File: src/rtl/memory_access_pkg.sv
// memory_access_pkg: shared encodings for the MEM pipeline stage
package memory_access_pkg;
  localparam logic [1:0] MEMRW_NONE = 2'b00, MEMRW_LOAD = 2'b01, MEMRW_STORE = 2'b10;
  localparam logic [1:0] DSIZE_B = 2'b00, DSIZE_H = 2'b01, DSIZE_W = 2'b10;
  localparam logic [1:0] MEMTOREG_ALU = 2'b00, MEMTOREG_MEM = 2'b01, MEMTOREG_PC = 2'b10;
  typedef enum logic [1:0] {MA_IDLE = 2'b00, MA_WAIT = 2'b01, MA_HOLD = 2'b10, MA_DRAIN = 2'b11} ma_state_e;
endpackage

File: src/rtl/memory_access_load_align.sv
// load_align: shifts the read word down to the addressed lane and sign/zero-extends it
module load_align
  import memory_access_pkg::*;
(
  input  logic [31:0] rdata,
  input  logic [1:0]  addr,
  input  logic [1:0]  dsize,
  input  logic        uns,
  output logic [31:0] ext
);
  logic [31:0] sh;
  assign sh = rdata >> {addr, 3'b000};
  assign ext = dsize == DSIZE_B ? {{24{~uns & sh[7]}}, sh[7:0]} :
               dsize == DSIZE_H ? {{16{~uns & sh[15]}}, sh[15:0]} : sh;
endmodule

File: src/rtl/memory_access.sv
// memory_access: MEM stage; req/ack data-memory transaction, load alignment and MEM/WB register
module memory_access
  import memory_access_pkg::*;
(
  input  logic        clk,
  input  logic        rst,
  input  logic        keep,
  input  logic        nop,
  input  logic [31:0] ALU_co_pype,
  input  logic [31:0] read_data2_pype2,
  input  logic [4:0]  WReg_pype2,
  input  logic        RegWrite_pype2,
  input  logic [1:0]  MemtoReg_pype2,
  input  logic [1:0]  MemRW_pype2,
  input  logic [1:0]  dsize_pype2,
  input  logic [31:0] PCp4_pype2,
  input  logic [31:0] Instraction_pype2,
  output logic        dmem_req,
  output logic        dmem_we,
  output logic [31:0] dmem_addr,
  output logic [3:0]  dmem_be,
  output logic [31:0] dmem_wdata,
  input  logic [31:0] dmem_rdata,
  input  logic        dmem_ack,
  output logic        mem_stall,
  output logic [31:0] wb_data,
  output logic [4:0]  wb_wreg,
  output logic        wb_regwrite,
  output logic        wb_misalign
);
  ma_state_e   state_q, state_d;
  logic [31:0] buf_q, buf_d, wb_data_q, wb_data_d, ld_data;
  logic [4:0]  wb_wreg_q, wb_wreg_d;
  logic        wb_regwrite_q, wb_regwrite_d, wb_misalign_q, wb_misalign_d;
  logic [1:0]  off;
  logic        memop, mis, amemop, busy, unused_instr;
  assign off = ALU_co_pype[1:0];
  assign memop = MemRW_pype2 == MEMRW_LOAD || MemRW_pype2 == MEMRW_STORE;
  assign mis = memop && ((dsize_pype2 == DSIZE_H && off[0]) || (dsize_pype2 == DSIZE_W && off != 2'b00));
  assign amemop = memop && !mis;
  // a transaction is in flight either freshly issued from IDLE or parked in WAIT
  assign busy = state_q == MA_WAIT || (state_q == MA_IDLE && amemop);
  assign dmem_req = rst && (state_q == MA_IDLE ? amemop : state_q != MA_HOLD);
  assign mem_stall = (busy && !dmem_ack) || state_q == MA_DRAIN;
  assign dmem_we = MemRW_pype2 == MEMRW_STORE;
  assign dmem_addr = {ALU_co_pype[31:2], 2'b00};
  assign dmem_be = dsize_pype2 == DSIZE_B ? 4'b0001 << off :
                   dsize_pype2 == DSIZE_H ? 4'b0011 << off : 4'b1111;
  assign dmem_wdata = dsize_pype2 == DSIZE_B ? {4{read_data2_pype2[7:0]}} :
                      dsize_pype2 == DSIZE_H ? {2{read_data2_pype2[15:0]}} : read_data2_pype2;
  assign unused_instr = ^{Instraction_pype2[31:15], Instraction_pype2[13:0]};
  load_align u_align (
    .rdata (state_q == MA_HOLD ? buf_q : dmem_rdata),
    .addr  (off),
    .dsize (dsize_pype2),
    .uns   (Instraction_pype2[14]),
    .ext   (ld_data)
  );
  always_comb begin
    state_d = state_q;
    if (busy) state_d = dmem_ack ? (keep ? MA_HOLD : MA_IDLE) : nop ? MA_DRAIN : MA_WAIT;
    else if (state_q == MA_HOLD && !keep) state_d = MA_IDLE;
    else if (state_q == MA_DRAIN && dmem_ack) state_d = MA_IDLE;
    buf_d = busy && dmem_ack ? dmem_rdata : buf_q;
    wb_data_d = wb_data_q;
    wb_wreg_d = wb_wreg_q;
    wb_regwrite_d = wb_regwrite_q;
    wb_misalign_d = wb_misalign_q;
    if (nop) begin
      wb_data_d = '0;
      wb_wreg_d = '0;
      wb_regwrite_d = 1'b0;
      wb_misalign_d = 1'b0;
    end else if (!keep && !mem_stall) begin
      wb_data_d = MemtoReg_pype2 == MEMTOREG_MEM ? ld_data :
                  MemtoReg_pype2 == MEMTOREG_PC ? PCp4_pype2 : ALU_co_pype;
      wb_wreg_d = WReg_pype2;
      wb_regwrite_d = RegWrite_pype2 && !mis;
      wb_misalign_d = mis;
    end
  end
  always_ff @(posedge clk) begin
    if (!rst) begin
      state_q <= MA_IDLE;
      buf_q <= '0;
      wb_data_q <= '0;
      wb_wreg_q <= '0;
      wb_regwrite_q <= 1'b0;
      wb_misalign_q <= 1'b0;
    end else begin
      state_q <= state_d;
      buf_q <= buf_d;
      wb_data_q <= wb_data_d;
      wb_wreg_q <= wb_wreg_d;
      wb_regwrite_q <= wb_regwrite_d;
      wb_misalign_q <= wb_misalign_d;
    end
  end
  assign wb_data = wb_data_q;
  assign wb_wreg = wb_wreg_q;
  assign wb_regwrite = wb_regwrite_q;
  assign wb_misalign = wb_misalign_q;
endmodule

File: config.mk
export PLATFORM = sky130hd
export DESIGN_NAME = memory_access
export DESIGN_NICKNAME = d
export VERILOG_FILES = /design/src/rtl/memory_access_pkg.sv /design/src/rtl/memory_access_load_align.sv /design/src/rtl/memory_access.sv
export SDC_FILE = /design/constraint.sdc
export NUM_CORES = 1
export LEC_CHECK = 0
export ABC_AREA = 1
export ABC_CLOCK_PERIOD_IN_PS = 5200
export CAP_MARGIN = 25
export CORE_MARGIN = 4
export CORE_UTILIZATION = 45
export DETAILED_ROUTE_END_ITERATION = 10
export PLACE_DENSITY = 0.88
export SKIP_LAST_GASP = 1
export SYNTH_ARGS = -nofsm -noshare
export SYNTH_HDL_FRONTEND = slang
export SYNTH_HIERARCHICAL = 1
export SYNTH_SLANG_ARGS = --single-unit
File: constraint.sdc
create_clock -name clk -period 5.2 [get_ports clk]
set_input_delay 1.3 -clock clk [delete_from_list [all_inputs] [get_ports clk]]
set_output_delay 1.3 -clock clk [all_outputs]
set_load 0.05 [all_outputs]
==> flow_summary.toml, run 1 <==
[floorplanning]
initial_utilization_pct = 45.99
die_area_sq_um = 14780
io_pins = 287
die_w_um = 121.6
fp.dieH_um = 121.6
rows = 41
fp.coreArea_sq_um = 12620

[clocking]
holdBufCountCts = 0
cts_buffer_depth = 2
clock-sinks = 73
cts_tree = "yes"
clock_latency_ps = 330
cts_resized = 0
cts_buffers = 9
cts_max_level = 3
path_clk_slew_ps = 60
post-cts-setup-buffers = 0
root_buffer = "clkbuf_16"

[timing]
tns_ps = 0
tightest_slew_ps = 984.6
fin_crit_sh_pct = 91.39
final-setup-viol-count = 0
fin_crit_ps = 4752
clock_skew_ps = 6.044
relSlewSlack_pct = 34.29
worst_slack_ps = 447.5
finalMaxSlewViolations = 0
fmax_ghz = 0.2104
hold_viol = 0
rsz0062_at_grt = "no"

[worst_hold_path]
hold_path_class = "flop to flop"

[route]
firstDrtPassIters = 7
drt_wl_total_um = 20930
drt_iter0_markers = 715
antenna_left = 0
viasPerCell = 5.098
route.detailed.drc = 0
wl_per_cell_um = 15.38
dr_total_vias = 6938

[worst_setup_path]
setup.worst_path.end = "dmem_wdata[27]"
worstPathCellList = "clkdlybuf4s50_1 > buf_4 > nor2_1 > nand2_1 > o211ai_1 > buf_12"
cp.arrival_ps = 3450
slowest_stage = "nor2_1"
path_max_fanout = 16
rr_endpoint = "wb_data[21]$_SDFFE_PP0P_"
timing.rr.start = "state_q[1]$_SDFFE_PN0P_"
critPathRequiredTime_ps = 3900
startpoint = "dsize_pype2[1]"
r2r_slack_ps = 2500
crit_path_start_kind = "input port"
slowest_delay_ps = 710
worst_r2r_path_depth = 15
setup.worst_path.end_class = "output pin"
crit_type = "input port to output pin"

[synthesis]
syn_avg_cell_area_sq_um = 5.735
syn_inst = 1012
yosys-top-cells-area = "nand2_1, dfxtp_1, nand3_1"
syn_area_sq_um = 5804
yosys_register_bits = 73
yosys_warnings = 6
synth_top_area_share_pct = 26.26
post-synth-top-area-cell = "nand2_1"
ys_types = 31
ys_seq_area_share_pct = 25.18

[power]
p_sw_uw = 788.6
p_leak_uw = 0.003969
power_density_nw_per_um2 = 250.7
seq_power_share_pct = 28.5
swShare_pct = 36.82
pwr-share-clk_pct = 30.2
p_comb_share_pct = 41.3
vdd_drop_max_mv = 0.2094
p_int_uw = 1353

[grt]
grt_util_all_layers_pct = 27.69
grt_overflow = 0
grt_pass1_wl_um = 32900
antenna_found_initial = 0
grt_pass1_vias = 6395
grt_max_degree = 65

[finish]
final_cell_area_sq_um = 8544
n_antenna_cell = 0
fillers = 1098
drive_above_1_share_pct = 6.056
layout-area-overhead-vs-synth_pct = 47.21
final_util_pct = 67.71
num-nets-final = 1366
final_cells = 1361
seq_area_sq_um = 1461
multi_input_area_sq_um = 3293

[flow_run]
drv_cap = 0

[placed_design]
dp_hpwl_um = 15780
gp_congestion = 0.8833
io_buffer_count = 253
pre_cts_ws_ps = 496.4
place_inst = 1344
postPlaceCellArea_sq_um = 8212

[outcome]
status = "complete, no violations"
cells in the mapped netlist:
cell type	n
clkinv_1	2
o211ai_2	1
o21ai_0	45
nand3_4	4
o21a_1	1
nor4_1	1
nor3_1	3
nor2_1	56
nand2_2	3
ha_1	5
o221ai_1	1
inv_1	99
inv_4	1
clkbuf_1	29
o211ai_1	12
inv_2	3
nand3_1	96
or2_4	1
nand2_1	406
buf_1	4
conb_1	1
a21oi_1	49
nand3_2	4
buf_6	8
or2_2	2
nor2_4	1
buf_2	15
a22oi_1	2
nand4_1	33
buf_4	51
dfxtp_1	73
final cells by class:
cell class | count | share of cell area, %
inverters | 105 | 4.642
flip-flops and latches | 73 | 17.10
clock buffers | 13 | 2.812
repair buffers | 267 | 33.62
multi-input cells | 728 | 38.54
clock inverters | 3 | 0.7615
well taps | 172 | 2.519
through the flow:
stage | hold WS [ps] | total power (uW)
after floorplan | 439.2 | 1174
after global placement | 447.5 | 1485
after detailed placement | 451.9 | 1497
after CTS | 459.9 | 2143
after global routing | 481.1 | 2250
final | 460.0 | 2142
layout by cell type (no fill, tap or decap), types with 12 or more instances in the layout:
cell type,Yosys,final
dfxtp_1,73,73
nor2_1,56,53
buf_4,51,13
inv_1,99,99
buf_12,0,21
o211ai_1,12,12
clkdlybuf4s50_1,0,231
nand4_1,33,33
nand3_1,96,96
a21oi_1,49,49
nand2_1,406,405
o21ai_0,45,45
power by group through the flow:
stage	logic [uW]	registers, uW	clock network, uW
after floorplan	495	679	0
after global placement	864	621	0
after detailed placement	874	623	0
after CTS	878	611	655
after global routing	952	615	683
final	884	611	647
worst max-delay path: cells and delay by family:
family,cells,cell delay [ps]
AND/OR/NAND/NOR,2,890
AO/OA/AOI/OAI,1,220
buffers and inverters,3,1030
worst min-delay path by stage:
| stage | from | endpoint | slack [ps] | cells past startpoint |
|---|---|---|---|---|
| after floorplan | buf_q[10]$_SDFFE_PN0P_ | buf_q[10]$_SDFFE_PN0P_ | 440 | 2 |
| after global placement | buf_q[23]$_SDFFE_PN0P_ | buf_q[23]$_SDFFE_PN0P_ | 450 | 2 |
| after detailed placement | buf_q[23]$_SDFFE_PN0P_ | buf_q[23]$_SDFFE_PN0P_ | 450 | 2 |
| after CTS | buf_q[23]$_SDFFE_PN0P_ | buf_q[23]$_SDFFE_PN0P_ | 460 | 2 |
| after global routing | buf_q[16]$_SDFFE_PN0P_ | buf_q[16]$_SDFFE_PN0P_ | 480 | 2 |
| final | buf_q[10]$_SDFFE_PN0P_ | buf_q[10]$_SDFFE_PN0P_ | 460 | 2 |
flip-flops by register name (all words and copies together) (netlist names):
signal	cells
wb_wreg	5
buf_q	32
wb_regwrite	1
state_q	2
wb_data	32
wb_misalign	1
logic make-up (layout without fill, tap and decap cells):
family	count (synthesis)	in the layout	share of synthesized area [%]
adders and majority gates	5	5	1.078
AOI/OAI and AO/OA	111	111	10.41
other	1	2	0.06461
DFF	73	73	25.18
buffers and inverters	212	388	18.41
and+or+nand+nor	610	610	44.86
metal layers:
metal / share of wire [%] / track usage, % / vias to the layer above
met5: 0 / 0 / -
met4: 2.0 / 6.373 / 0
met2: 48 / 46.67 / 299
li1: - / - / 3498
met1: 41 / 36.44 / 3108
met3: 8.9 / 5.896 / 33
No activity file was read; power rests on OpenSTA's default activity.
==> run 2, diff against run 1 <==
- CTS_CLUSTER_SIZE: not set -> 30
==> results of run 2 <==
No change in the layout: final DEF, timing and power equal those of run 1.
==> RTL edit, RTL diff (flow settings as in run 1) <==
`buf_q` and `wb_data_q` no longer have a reset.
--- a/src/rtl/memory_access.sv
+++ b/src/rtl/memory_access.sv
@@ -84,4 +84,2 @@
       state_q <= MA_IDLE;
-      buf_q <= '0;
-      wb_data_q <= '0;
       wb_wreg_q <= '0;
@@ -91,4 +89,2 @@
       state_q <= state_d;
-      buf_q <= buf_d;
-      wb_data_q <= wb_data_d;
       wb_wreg_q <= wb_wreg_d;
@@ -97,2 +93,7 @@
     end
+  end
+
+  always_ff @(posedge clk) begin
+    buf_q     <= buf_d;
+    wb_data_q <= wb_data_d;
   end
Behaviour: not the same (Yosys sat finds a counterexample within 4 cycles, from zero or initial values and one cycle with rst low).
==> RTL edit against run 1 <==
- combinational power grew 6.4%
- sequential cell count is the same
- wire length shrank 9.6%
- power up 7.2%
- final area decreased by 1.2%
- worst setup slack gained 0.064 ns
- critical path depth decreased by 2
- via count shrank 10%
- register-to-register slack got worse by 0.26 ns
- area after synthesis shrank 3.3%
- clock power rose by 5.9%
- highest routed layer unchanged
==> RTL edit: results <==
global_route:
  antenna_found_initial: 0
  grt.total_usage_pct: 25.2
  grt_start_max_net_pins: 65
  grt_first_pass_wirelength_mm: 29.0
  grt_pass1_vias: 5625
drt:
  avgRoutedWirePerCell_microns: 15.0
  viasPerCell: 4.94
  drt_iter0_markers: 668
  drt_first_pass_iters: 5
  drc_errors: 0
min_path:
  hp-class: "flop to flop"
clock_network:
  cts.clk_slew.worst_paths_ns: 0.06
  clock_latency_ns: 0.34
  cts_max_level: 3
critical_path:
  critical-path-slowest-cell: "nor2_1"
  crit_start: "dsize_pype2[1]"
  worstSetupEndpoint: "dmem_wdata[11]"
  max_stage_delay_ns: 0.83
  r2r_slack_ns: 2.24
  arrival_ns: 3.39
  r2r_cells: 14
  worstReg2RegEnd: "wb_data[27]"
sta:
  tightest_slew_ns: 0.965
  clock_skew_ns: 0.00987
synth:
  ys_seq_area_share_pct: 31.7
  ys.flop_type: "dfxtp_1"
  synthDistinctLibCells: 33
  synth_area_leaders: "nand2_1 25%, edfxtp_1 17%, dfxtp_1 15%"
  synth_edf_count: 32
  synth_common_cells: "373 x nand2_1, 100 x inv_1, 65 x nand3_1"
status:
  status: "finished clean"
placed_design:
  dp_hpwl_mm: 14.4
  globalplace.congestion: 0.925
cells_and_area:
  fill_cells: 1008
  drive_above_1_share_pct: 6.68
  nets: 1269
  diodes: 0
pwr:
  peakVddDrop_mv: 0.213
  p_leak_nw: 4.04
==> RTL edit: cell types whose count changed after synthesis, sizes merged, moves of 2 or more <==
cell           run 1  this run
nand2            409       374
a21oi             49        17
dfxtp             73        41
edfxtp             0        32
nand3            104        73
buf               78        69
clkbuf            29        24
inv              103       105
==> RTL edit: logic make-up (layout without fill, tap and decap cells) <==
group                    Yosys count  in the layout  synth area share [%]
AND/OR/NAND/NOR                  545            545                  41.3
buffers and inverters            199            387                  17.7
AO/OA/AOI/OAI                     80             80                  8.05
flip-flops                        73             73                  31.7
adder cells (fa/ha/maj)            5              5                  1.11
other                              1              2                0.0668
==> RTL edit: area by class of cell <==
type	instances	area (sq um)	share of cell area (%)
Sequential cell	73	1780	21.1
Timing Repair Buffer	265	2870	34.0
Inverter	106	400	4.74
Tap cell	168	210	2.49
Clock buffer	9	225	2.67
Clock inverter	7	103	1.22
Multi-Input combinational cell	632	2850	33.8
==> RTL edit: metal layers <==
layer	vias to the layer above	GRT usage [%]	routed length, microns
met2	239	41.6	9130
met5	-	0	0
met3	22	6.08	1430
li1	3186	-	-
met4	0	6.44	283
met1	2775	33.3	8080
==> RTL edit: worst min path at each step <==
stage                 from          end  slack (ns)  cells after the start
6_report       wb_data[26]  wb_data[26]        0.51                      4
5_1_grt        wb_data[14]  wb_data[14]        0.55                      4
4_1_cts        wb_data[26]  wb_data[26]        0.51                      4
3_5_place_dp   wb_data[26]  wb_data[26]        0.50                      4
3_3_place_gp   wb_data[16]  wb_data[16]        0.49                      4
2_1_floorplan   state_q[1]   state_q[1]        0.52                      2
==> RTL edit: power by group <==
part           total (mW)  switching, mW  internal (mW)
Combinational       0.941          0.583          0.358
Sequential          0.670         0.0188          0.651
Clock               0.685          0.259          0.426
==> RTL edit: per-stage QoR <==
step	worst slack, ns	hold WS [ns]	area, sq um	power [mW]	instances
2_1_floorplan	0.929	0.524	5620	1.27	904
3_3_place_gp	0.600	0.494	8050	1.60	1241
3_5_place_dp	0.591	0.497	8050	1.61	1241
4_1_cts	0.554	0.508	8380	2.30	1257
5_1_grt	0.279	0.546	8440	2.41	1260
6_report	0.512	0.509	8440	2.30	1260
==> RTL edit: worst register-to-register path, cell delays in order (launching register included) <==
cell and delay, ns:
dfxtp_1 0.32, inv_1 0.17, nor2_2 0.05, buf_4 0.24, inv_1 0.74, nand2_1 0.14
nand2_1 0.16, inv_1 0.08, o211ai_2 0.20, nand3_4 0.25, nand2_1 0.18, o21ai_0 0.12
nand4_1 0.12, nand2_1 0.06, nor2_1 0.07
